### config.mk
export PLATFORM = sky130hd
export DESIGN_NAME = gene_net_sim
export DESIGN_NICKNAME = d
export VERILOG_FILES = /design/src/rtl/gene_net_sim.sv
export SDC_FILE = /design/constraint.sdc
export NUM_CORES = 1
export LEC_CHECK = 0
export CORE_MARGIN = 3
export CORE_UTILIZATION = 60
export DETAILED_ROUTE_END_ITERATION = 10
export GPL_ROUTABILITY_DRIVEN = 0
export PLACE_DENSITY = 0.85
export SYNTH_ARGS = -nofsm -noshare
export SYNTH_HDL_FRONTEND = slang
export SYNTH_SLANG_ARGS = --single-unit
export TNS_END_PERCENT = 5
### constraint.sdc
create_clock -name clk -period 8.4 [get_ports clk]
set_input_delay 2.1 -clock clk [delete_from_list [all_inputs] [get_ports clk]]
set_output_delay 2.1 -clock clk [all_outputs]
set_load 0.02 [all_outputs]
### src/rtl/gene_net_sim.sv
// Programmable synchronous Boolean gene-network simulator: steps a seed state through
// mask-defined rules until it reaches a fixed point, an attractor cycle, or a step limit.
module gene_net_sim #(
  parameter int N    = 8,
  parameter int HIST = 8,
  parameter int CW   = 16
) (
  input  logic                       clk,
  input  logic                       rst_n,
  input  logic                       cfg_we,
  input  logic [$clog2(N)-1:0]       cfg_gene,
  input  logic [1:0]                 cfg_sel,
  input  logic [N-1:0]               cfg_mask,
  input  logic                       start,
  input  logic [N-1:0]               seed,
  input  logic [CW-1:0]              max_steps,
  output logic                       busy,
  output logic                       done,
  output logic [1:0]                 status,
  output logic [$clog2(HIST+1)-1:0]  period,
  output logic [CW-1:0]              step_cnt,
  output logic [N-1:0]               x_out
);
  localparam int GW = $clog2(N);
  localparam int PW = $clog2(HIST+1);
  // Keep at least one history slot so HIST=1 still elaborates; its valid bit never sets.
  localparam int HL = (HIST > 1) ? HIST - 1 : 1;

  typedef enum logic [1:0] {IDLE, RUN, DONE} state_t;
  state_t state, state_nxt;

  logic [N-1:0]  any_m [N];
  logic [N-1:0]  all_m [N];
  logic [N-1:0]  rep_m [N];
  logic [N-1:0]  hist  [HL];
  logic [HL-1:0] hist_vld;

  logic [N-1:0]  nxt;
  logic          match;
  logic [PW-1:0] match_p;
  logic          timeout;
  logic [GW:0]   gene_ext;
  logic          cfg_ok;
  logic          launch;

  function automatic logic rule_eval(input logic [N-1:0] s, input logic [N-1:0] a,
                                     input logic [N-1:0] l, input logic [N-1:0] r);
    return ((a == '0) || (|(s & a))) && ((s & l) == l) && !(|(s & r));
  endfunction

  always_comb begin
    nxt = '0;
    for (int i = 0; i < N; i++)
      nxt[i] = rule_eval(x_out, any_m[i], all_m[i], rep_m[i]);
  end

  // Scan longest period first so the shortest matching period overrides it.
  always_comb begin
    match   = 1'b0;
    match_p = '0;
    for (int k = HIST - 2; k >= 0; k--) begin
      if (hist_vld[k] && (hist[k] == nxt)) begin
        match   = 1'b1;
        match_p = PW'(k + 2);
      end
    end
    if (nxt == x_out) begin
      match   = 1'b1;
      match_p = PW'(1);
    end
  end

  assign timeout  = (max_steps != '0) && ((step_cnt + CW'(1)) == max_steps);
  assign gene_ext = {1'b0, cfg_gene};
  assign cfg_ok   = cfg_we && (state != RUN) && (gene_ext < (GW+1)'(N)) && (cfg_sel != 2'd3);
  assign launch   = start && (state != RUN);

  always_comb begin
    state_nxt = state;
    case (state)
      IDLE, DONE: if (start) state_nxt = RUN;
      RUN:        if (match || timeout) state_nxt = DONE;
      default:    state_nxt = IDLE;
    endcase
  end

  always_ff @(posedge clk) begin
    if (!rst_n) state <= IDLE;
    else        state <= state_nxt;
  end

  always_ff @(posedge clk) begin
    if (!rst_n) begin
      for (int i = 0; i < N; i++) begin
        any_m[i] <= '0;
        all_m[i] <= '0;
        rep_m[i] <= '0;
      end
      for (int k = 0; k < HL; k++) hist[k] <= '0;
      hist_vld <= '0;
      busy     <= 1'b0;
      done     <= 1'b0;
      status   <= 2'd0;
      period   <= '0;
      step_cnt <= '0;
      x_out    <= '0;
    end else begin
      if (cfg_ok) begin
        case (cfg_sel)
          2'd0:    any_m[cfg_gene] <= cfg_mask;
          2'd1:    all_m[cfg_gene] <= cfg_mask;
          2'd2:    rep_m[cfg_gene] <= cfg_mask;
          default: ;
        endcase
      end
      if (launch) begin
        x_out    <= seed;
        step_cnt <= '0;
        hist_vld <= '0;
        done     <= 1'b0;
        status   <= 2'd0;
        period   <= '0;
        busy     <= 1'b1;
      end else if (state == RUN) begin
        // One network step: advance state, age history, saturate the step count.
        x_out <= nxt;
        if (step_cnt != '1) step_cnt <= step_cnt + CW'(1);
        hist[0]     <= x_out;
        hist_vld[0] <= (HIST > 1);
        for (int k = 1; k < HL; k++) begin
          hist[k]     <= hist[k-1];
          hist_vld[k] <= hist_vld[k-1];
        end
        if (match) begin
          busy   <= 1'b0;
          done   <= 1'b1;
          period <= match_p;
          status <= (match_p == PW'(1)) ? 2'd1 : 2'd2;
        end else if (timeout) begin
          busy   <= 1'b0;
          done   <= 1'b1;
          period <= '0;
          status <= 2'd3;
        end
      end
    end
  end

endmodule

### Word level (Yosys, flattened, before mapping)

Memories as Yosys holds them, arrays and structs flattened.
Cells that the tools add are included.

| storage, ports and cells | value |
|---|---|
| latch bits | 0 |
| RAM bits | 248 |
| output and inout bits | 32 |
| memories kept | 4 |
| logic and storage cells | 222 |
| register bits after elaboration | 41 |
| input bits | 41 |
| bits in read-only memories | 0 |

Memories:

| name | depth | width | rd ports | clocked after memory_dff | write ports | RTL line | source |
|---|---|---|---|---|---|---|---|
| all_m | 8 | 8 | 8 | 0 | 8 | 33 | `logic [N-1:0] all_m [N];` |
| any_m | 8 | 8 | 8 | 0 | 8 | 32 | `logic [N-1:0] any_m [N];` |
| rep_m | 8 | 8 | 8 | 0 | 8 | 34 | `logic [N-1:0] rep_m [N];` |
| hist | 7 | 8 | 7 | 0 | 7 | 35 | `logic [N-1:0] hist [HL];` |

| cells by class | value |
|---|---|
| add/subtract/negate cells | 1 |
| shifts and indexed selects | 0 |
| equal/unequal tests | 27 |
| magnitude comparators | 1 |
| mux-type cells | 65 |
| reduce and logical (&&, ||, !) cells | 84 |
| bitwise operators | 32 |
| div/mod/pow operators | 0 |
| multipliers | 0 |

Operators by type and width:

| operator | number |
|---|---|
| 8-bit bitwise AND | 24 |
| 8-bit OR reduction | 19 |
| 8-bit == test | 16 |
| 8-bit two-way mux | 12 |
| 8-bit logical NOT | 8 |
| 4-bit two-way mux | 10 |
| 1-bit two-way mux | 34 |
| 1-bit logical AND | 28 |
| 16-bit by 1-bit adder with 16-bit output, second input constant | 1 |
| 16-bit == test | 1 |
| 16-bit != test, second input constant | 1 |
| 16-bit nonzero test | 1 |
| 2-bit two-way mux | 5 |
| 1-bit logical OR | 9 |
| 3-bit two-way mux | 3 |
| 1-bit logical NOT | 8 |
| 2-bit AND reduction | 4 |
| 1-bit OR | 7 |
| 2-bit != test, second input constant | 3 |
| 2-bit by 1-bit == test with 1-bit output, second input constant | 2 |
| 2-bit == test, second input constant | 2 |
| 4-bit by 1-bit == test with 1-bit output, second input constant | 1 |
| 2-bit logical NOT | 2 |
| 3-bit by 4-bit < comparator with 1-bit output, second input constant | 1 |
| other kinds (6) | 8 |

### Logic depth before layout (Yosys ltp)

Gate-level depths: netlist (run 1).
An unclocked memory read counts as a cell.

| logic depth | value |
|---|---|
| depth in word-level cells | 19 |
| depth in mapped cells | 14 |
| gate-level depth less buffers | 11 |

### Least setup slack after synthesis (run 1)

No wires, ideal clock.

| path | value |
|---|---|
| kind | input -> register |
| start point | in rst_n |
| end point | mem hist[0][0] (enable) |
| setup time | 0.636 ns |
| data required time | 7.764 ns |
| buffers on the path | 2 |
| setup slack | 4.218 ns |
| cell stages on the path | 3 |
| data arrival time | 3.546 ns |
| cells stage by stage | clkbuf_1 -> buf_1 -> nand2_1 |

RTL lines:

| item | RTL line | source |
|---|---|---|
| start: declaration | 9 | `input logic rst_n,` |
| end: declaration | 35 |  |

### Worst setup path after layout (run 1)

| path | value |
|---|---|
| start point | reg x_out[4] |
| end point | reg status[0] |

| on the way | value |
|---|---|
| longest elaborated chain between the ends | 18 |
| elaborated cells between the ends (all ways) | 116 |
| classes of those cells | eq/ne: 17; mux: 18; bitwise: 24; reduce/logical: 57 |

RTL lines:

| item | RTL line | source |
|---|---|---|
| start: declaration | 22 | `output logic [N-1:0] x_out` |
| start signal: assignment | 126 | `x_out <= nxt;` |
| 8-bit bitwise AND | 48 | `return ((a == '0) \|\| (\|(s & a))) && ((s & l) == l) && !(\|(s & r));` |
| 8-bit OR reduction | 48 |  |
| 1-bit logical OR | 48 |  |
| 1-bit logical AND (2 in series) | 48 |  |
| 8-bit == test | 62 | `if (hist_vld[k] && (hist[k] == nxt)) begin` |
| 1-bit logical AND | 62 |  |
| 4-bit two-way mux (7 in series) | 62 |  |
| 4-bit two-way mux | 67 | `if (nxt == x_out) begin` |
| 4-bit by 1-bit == test with 1-bit output | 138 | `status <= (match_p == PW'(1)) ? 2'd1 : 2'd2;` |
| 2-bit two-way mux | 138 |  |
| 2-bit two-way mux | 134 | `if (match) begin` |
| end signal: assignment | 138 |  |
| end: declaration | 19 | `output logic [1:0] status,` |

Parallel ways exist; a longest one is shown, timed or not.
A chain may end at the register's enable or synchronous reset.

==> flow_summary.ini, run 1 <==
[layout]
fill_cells = 1585
n_antenna_cell = 0
syn_to_final_growth_pct = 13.00
drive_gt1_share_pct = 5.407
nets = 1331

[placement]
dp_hpwl_um = 22080
port_buffers = 72

[route]
firstDrtPassIters = 7
wire_per_inst_um = 21.64
routed_via_density = 6.314
drcViolationCount = 0
dr.first_iter.drc_count = 1113
routed_wl_um = 35190
antenna_left = 0
vias = 10270

[yosys]
synth_fp_nets = 1291
ys_seq_elements = 289
ys_warn_count = 0
avgSynthCellArea_um2 = 11.31
yosysSeqAreaShare_pct = 58.51
synthArstFlopShare_pct = 0
synthCells = 1249
synth_ff_type = edfxtp_1
synth_area_um2 = 14130
synth-edff-count = 248
ys_types = 63

[clock_network]
clkTransAtPathRegs_ns = 0.06
cts_buffers = 30
cts_tree = built
h-tree-depth = 1
clkLatencyLatePin_ns = 0.58
clock_sinks = 289
clockBufferDepth = 3
cts_resized = 0
cts_hold_buf = 0
post-cts-setup-buffers = 0
cts-root-buf = clkbuf_16

[hold_path]
hold_path.class = reg -> reg

[run_status]
status = completed

[timing]
report.final.slew_viol_count = 0
fin_skew_ns = 0.03906
hold_viol_final = 0
grt_setup_unrepaired = false
period_minus_slack_ns = 4.285
period_share_pct = 51.01
slew_headroom_pct = 17.57
tightest_slew_ns = 1.236
clock.fmax_mhz = 233.4
tns_ns = 0
setup_viol = 0

[power]
total_power_mw = 3.483
max-vdd-ir-drop_mv = 0.2137
p_leak_nw = 5.747
power_density_nw_per_um2 = 218.1

[grt]
globalRouteOverflowTotal = 0
grtUsageTotal_pct = 27.11
grt_pass1_vias = 10040
grt_start_max_net_pins = 94
grt_pass1_wl_um = 55140
antenna_found_initial = 0

[critical_path]
path_class = reg -> reg
critPathLaunchType = flip-flop
cp-end-kind = flip-flop
worstPathMaxFanout = 25
required_ns = 8.89
crit_arrival_ns = 4.78
rrSetupSlack_ns = 4.12

[die]
start_util_pct = 61.67
num_io_pins = 73
die_w_um = 159.5
die_area_um2 = 25430
num_rows = 55
die_h_um = 159.5
core_region_area_um2 = 22920

[run]
drv_cap = 0
[registers in the layout, summed over array words and instances (netlist names)]
signal	count
step_cnt	16
any_m	64
hist_vld	7
state	2
all_m	64
x_out	8
period	4
status	2
rep_m	64
busy	1
done	1
hist	56
[logic make-up after synthesis]
logic type,synth area share (%)
simple gates,23.60
compound gates,8.978
xor+xnor,3.905
buf+inv,2.851
mux,2.072
fa+ha+maj,0.08853
flops,58.51
[synthesized netlist by cell type, types with 17 or more instances]
cell / instances / area share, %
nand2_1: 80 / 2.1
dfxtp_1: 41 / 5.8
nand3_1: 17 / 0.60
o21ai_0: 41 / 1.5
and2_1: 208 / 9.2
clkbuf_1: 58 / 1.5
nor4_1: 40 / 1.8
a21oi_1: 29 / 1.0
xnor2_1: 34 / 2.1
and3_1: 60 / 2.7
xor2_1: 29 / 1.8
inv_1: 21 / 0.56
edfxtp_1: 248 / 53
mux2i_1: 21 / 1.5
nand4_1: 28 / 1.2
nor2_1: 55 / 1.5
a22oi_1: 43 / 2.3
[per-layer routing]
layer  global-route usage (%)  vias up  wire length, µm
li1                         -     4680                -
met1                    36.08     4925            13730
met2                    44.15      539            16820
met3                    3.694      123             2965
met4                    13.33        0             1678
met5                        0        -                0
[cells in the final DEF (no fill, tap or decap), drive strengths merged, types with 6 or more instances in the layout]
cell type and instances:
o21ai 44, dfxtp 41, nor2 55, o2111ai 7, a22oi 43, nor4 41
or4 16, and2 208, edfxtp 248, inv 21, buf 15, mux2i 21
nand2 80, xor2 29, a211oi 6, and3 60, nand2b 14, o31ai 14
nor3 16, xnor2 34, clkdlybuf4s50 71, clkinv 17, nand4 28, clkbuf 38
nand3 17, or3 15, nor2b 16, a21oi 30, mux2 7
[worst paths after layout]
path | to | start | cells after the start
max reg2reg | status[0] | x_out[4] | 11
max | status[0] | x_out[4] | 11
min | hist_vld[6] | hist_vld[6] | 2
min reg2reg | hist_vld[6] | hist_vld[6] | 2
[worst max-delay path, cell delays in order, from the launching register on]
cell and delay [ns]:
dfxtp_1 0.31, buf_4 0.35, inv_1 0.25, a221o_1 0.39, nor4_1 0.99, nand2_1 0.49
xor2_1 0.24, nand3_1 0.10, nor3_1 0.32, and4b_4 0.28, a21oi_4 0.26, o221a_1 0.22
[power breakdown]
group / leakage [nW] / internal [mW] / total [mW] / switching [mW]
combinational: 2.37 / 0.169 / 0.528 / 0.359
clock: 0.462 / 0.711 / 1.25 / 0.543
sequential: 2.92 / 1.65 / 1.70 / 0.0499
total: 5.75 / 2.53 / 3.48 / 0.952
[cell type report]
| cell class | instances | area, µm² | area share, % |
|---|---|---|---|
| Timing Repair Buffer | 86 | 820.8 | 5.140 |
| Clock inverter | 18 | 127.6 | 0.7992 |
| Tap cell | 313 | 391.6 | 2.453 |
| Inverter | 21 | 78.83 | 0.4937 |
| Multi-Input combinational cell | 861 | 5470 | 34.26 |
| Clock buffer | 38 | 810.8 | 5.078 |
| Sequential cell | 289 | 8268 | 51.78 |
[metrics by stage]
step / util (%) / area (µm²) / hold WS (ns) / setup slack (ns) / cells
floorplan: - / 14130 / 0.4366 / 4.219 / 1249
global placement: 65.59 / 15030 / 0.4509 / 3.677 / 1570
detailed placement: 65.59 / 15030 / 0.4559 / 3.599 / 1570
CTS: 69.68 / 15970 / 0.4639 / 4.195 / 1626
global route: 69.68 / 15970 / 0.4987 / 3.944 / 1626
finish: 69.68 / 15970 / 0.4665 / 4.115 / 1626
Power figures use the tool's default switching activity.
==> inputs of run 2 (changes only) <==
CORE_UTILIZATION = 55   (was 60)
PLACE_DENSITY = 0.82   (was 0.85)
clock period = 3.6 ns   (was 8.4 ns; I/O delays follow)
==> flow_summary.ini, run 2 (same netlist as run 1, synthesis figures left out) <==
[layout]
ff_latch_area_um2 = 8268
final_common_cell = edfxtp_1
layout_common_cells = edfxtp_1 (248), and2_1 (208), buf_4 (80)
fin_area_um2 = 16550
multi_input_area_um2 = 5500
drive_gt1_share_pct = 10.75
fill_cells = 1831
utilization_pct = 65.73
syn_to_final_growth_pct = 17.12
nets = 1399
finalNonFillerCells = 1707
reg_top3 = all_m (64), any_m (64), rep_m (64)
n_antenna_cell = 0

[route]
wl_met3_um = 3360
antenna_left = 0
routed_wl_um = 37440
wire_per_inst_um = 21.93
drcViolationCount = 0
dr.first_iter.drc_count = 1153
vias = 10770
firstDrtPassIters = 6
highest_layer = met4
routed_via_density = 6.309
wl_met1_um = 14460
met2_length_um = 18140

[critical_path]
path_cells = buf_12, mux2_2, a211oi_2, nand4_1, buf_4, or3_1, xnor2_1, nor4_1, nand2_1, buf_4, o21ai_0, a211o_1, o31ai_1
worstPathMaxFanout = 22
r2r_end = period[1]
r2r-start = x_out[1]
cp-end-kind = flip-flop
critPathMaxStageDelay_ns = 0.43
worst_path_max_delay_cell = dfxtp_1
path_class = reg -> reg
crit_arrival_ns = 3.90
critPathLaunchType = flip-flop
crit_top_cell = buf_4
crit_start = x_out[1]
crit_path_end = period[1]
rr_worst_depth = 13
rrSetupSlack_ns = 0.12
required_ns = 4.02

[placement]
dpl-instance-area_um2 = 15570
dp_hpwl_um = 24440
place_inst = 1653
port_buffers = 72

[clock_network]
cts-root-buf = clkbuf_16
clkLatencyLatePin_ns = 0.57
cts_tree = built
clockBufferDepth = 3
cts_buffers = 29
clock_sinks = 289
clkTransAtPathRegs_ns = 0.07
h-tree-depth = 1
cts_hold_buf = 0

[die]
die_area_um2 = 27650
num_rows = 58
die_w_um = 166.3
start_util_pct = 56.12
core_region_area_um2 = 25180
num_io_pins = 73
die_h_um = 166.3

[hold_path]
hold_path.class = reg -> reg
hold_path_depth = 2

[grt]
grt_start_max_net_pins = 49
grt_pass1_vias = 10390
grt_pass1_wl_um = 57840
grtUsageTotal_pct = 26.22
antenna_found_initial = 0
globalRouteOverflowTotal = 0

[timing]
grt_setup_unrepaired = true
period_share_pct = 96.71
report.final.slew_viol_count = 0
tightest_slew_ns = 1.049
fin_skew_ns = 0.009457
hold_viol_final = 0
slew_headroom_pct = 29.88
clock.fmax_mhz = 287.2
setup_viol = 0
period_minus_slack_ns = 3.482

[power]
total_power_mw = 8.346
p_leak_nw = 6.087
max-vdd-ir-drop_mv = 0.4371
power_density_nw_per_um2 = 504.3

[run_status]
status = completed

[run]
drv_cap = 0
## run 2: final cells by class
class	instances	share of cell area, %
multi-input combinational	861	33.23
tap	330	2.495
clock inverter	15	0.7787
sequential	289	49.95
clock buffer	36	4.800
timing repair buffer	155	8.263
inverter	21	0.4763
## run 2: metrics by stage
step | TNS, ns | hold WS [ns] | worst slack, ns
floorplan | 0 | 0.4366 | 0.4432
global placement | 0 | 0.4527 | 0.2052
detailed placement | 0 | 0.4596 | 0.1191
CTS | 0 | 0.4879 | 0.09314
global route | -0.02500 | 0.5126 | -0.02500
finish | 0 | 0.4917 | 0.1183
## run 2: repair_timing
action                                  4_1_cts  5_1_grt
endpoints found under the setup margin        0        9
setup buffers                                 0        3
gates resized for setup                       0        7
## run 2: worst min path at each step
stage,from,endpoint
floorplan,hist_vld[6],hist_vld[6]
CTS,hist_vld[5],hist_vld[5]
detailed placement,hist_vld[6],hist_vld[6]
finish,hist_vld[5],hist_vld[5]
global placement,hist_vld[6],hist_vld[6]
global route,hist_vld[5],hist_vld[5]
## run 2: worst max-delay path, delay by kind of cell, from the launching register on
kind / cells / cell delay [ns]
multiplexers: 1 / 0.37
flip-flops: 1 / 0.43
buffers and inverters: 3 / 0.65
AND/OR/NAND/NOR: 4 / 1.00
XOR/XNOR: 1 / 0.16
AO/OA/AOI/OAI: 4 / 0.71
## run 2: where the power goes
part | switching (mW) | internal [mW] | total [mW]
Combinational | 0.871 | 0.519 | 1.39
Clock | 1.31 | 1.65 | 2.96
Sequential | 0.147 | 3.85 | 4.00
Total | 2.33 | 6.02 | 8.35
## run 2: metal layers
layer	track usage [%]	vias to the layer above
met4	10.19	0
met2	43.41	621
li1	-	4814
met3	4.166	136
met5	0	-
met1	35.16	5199
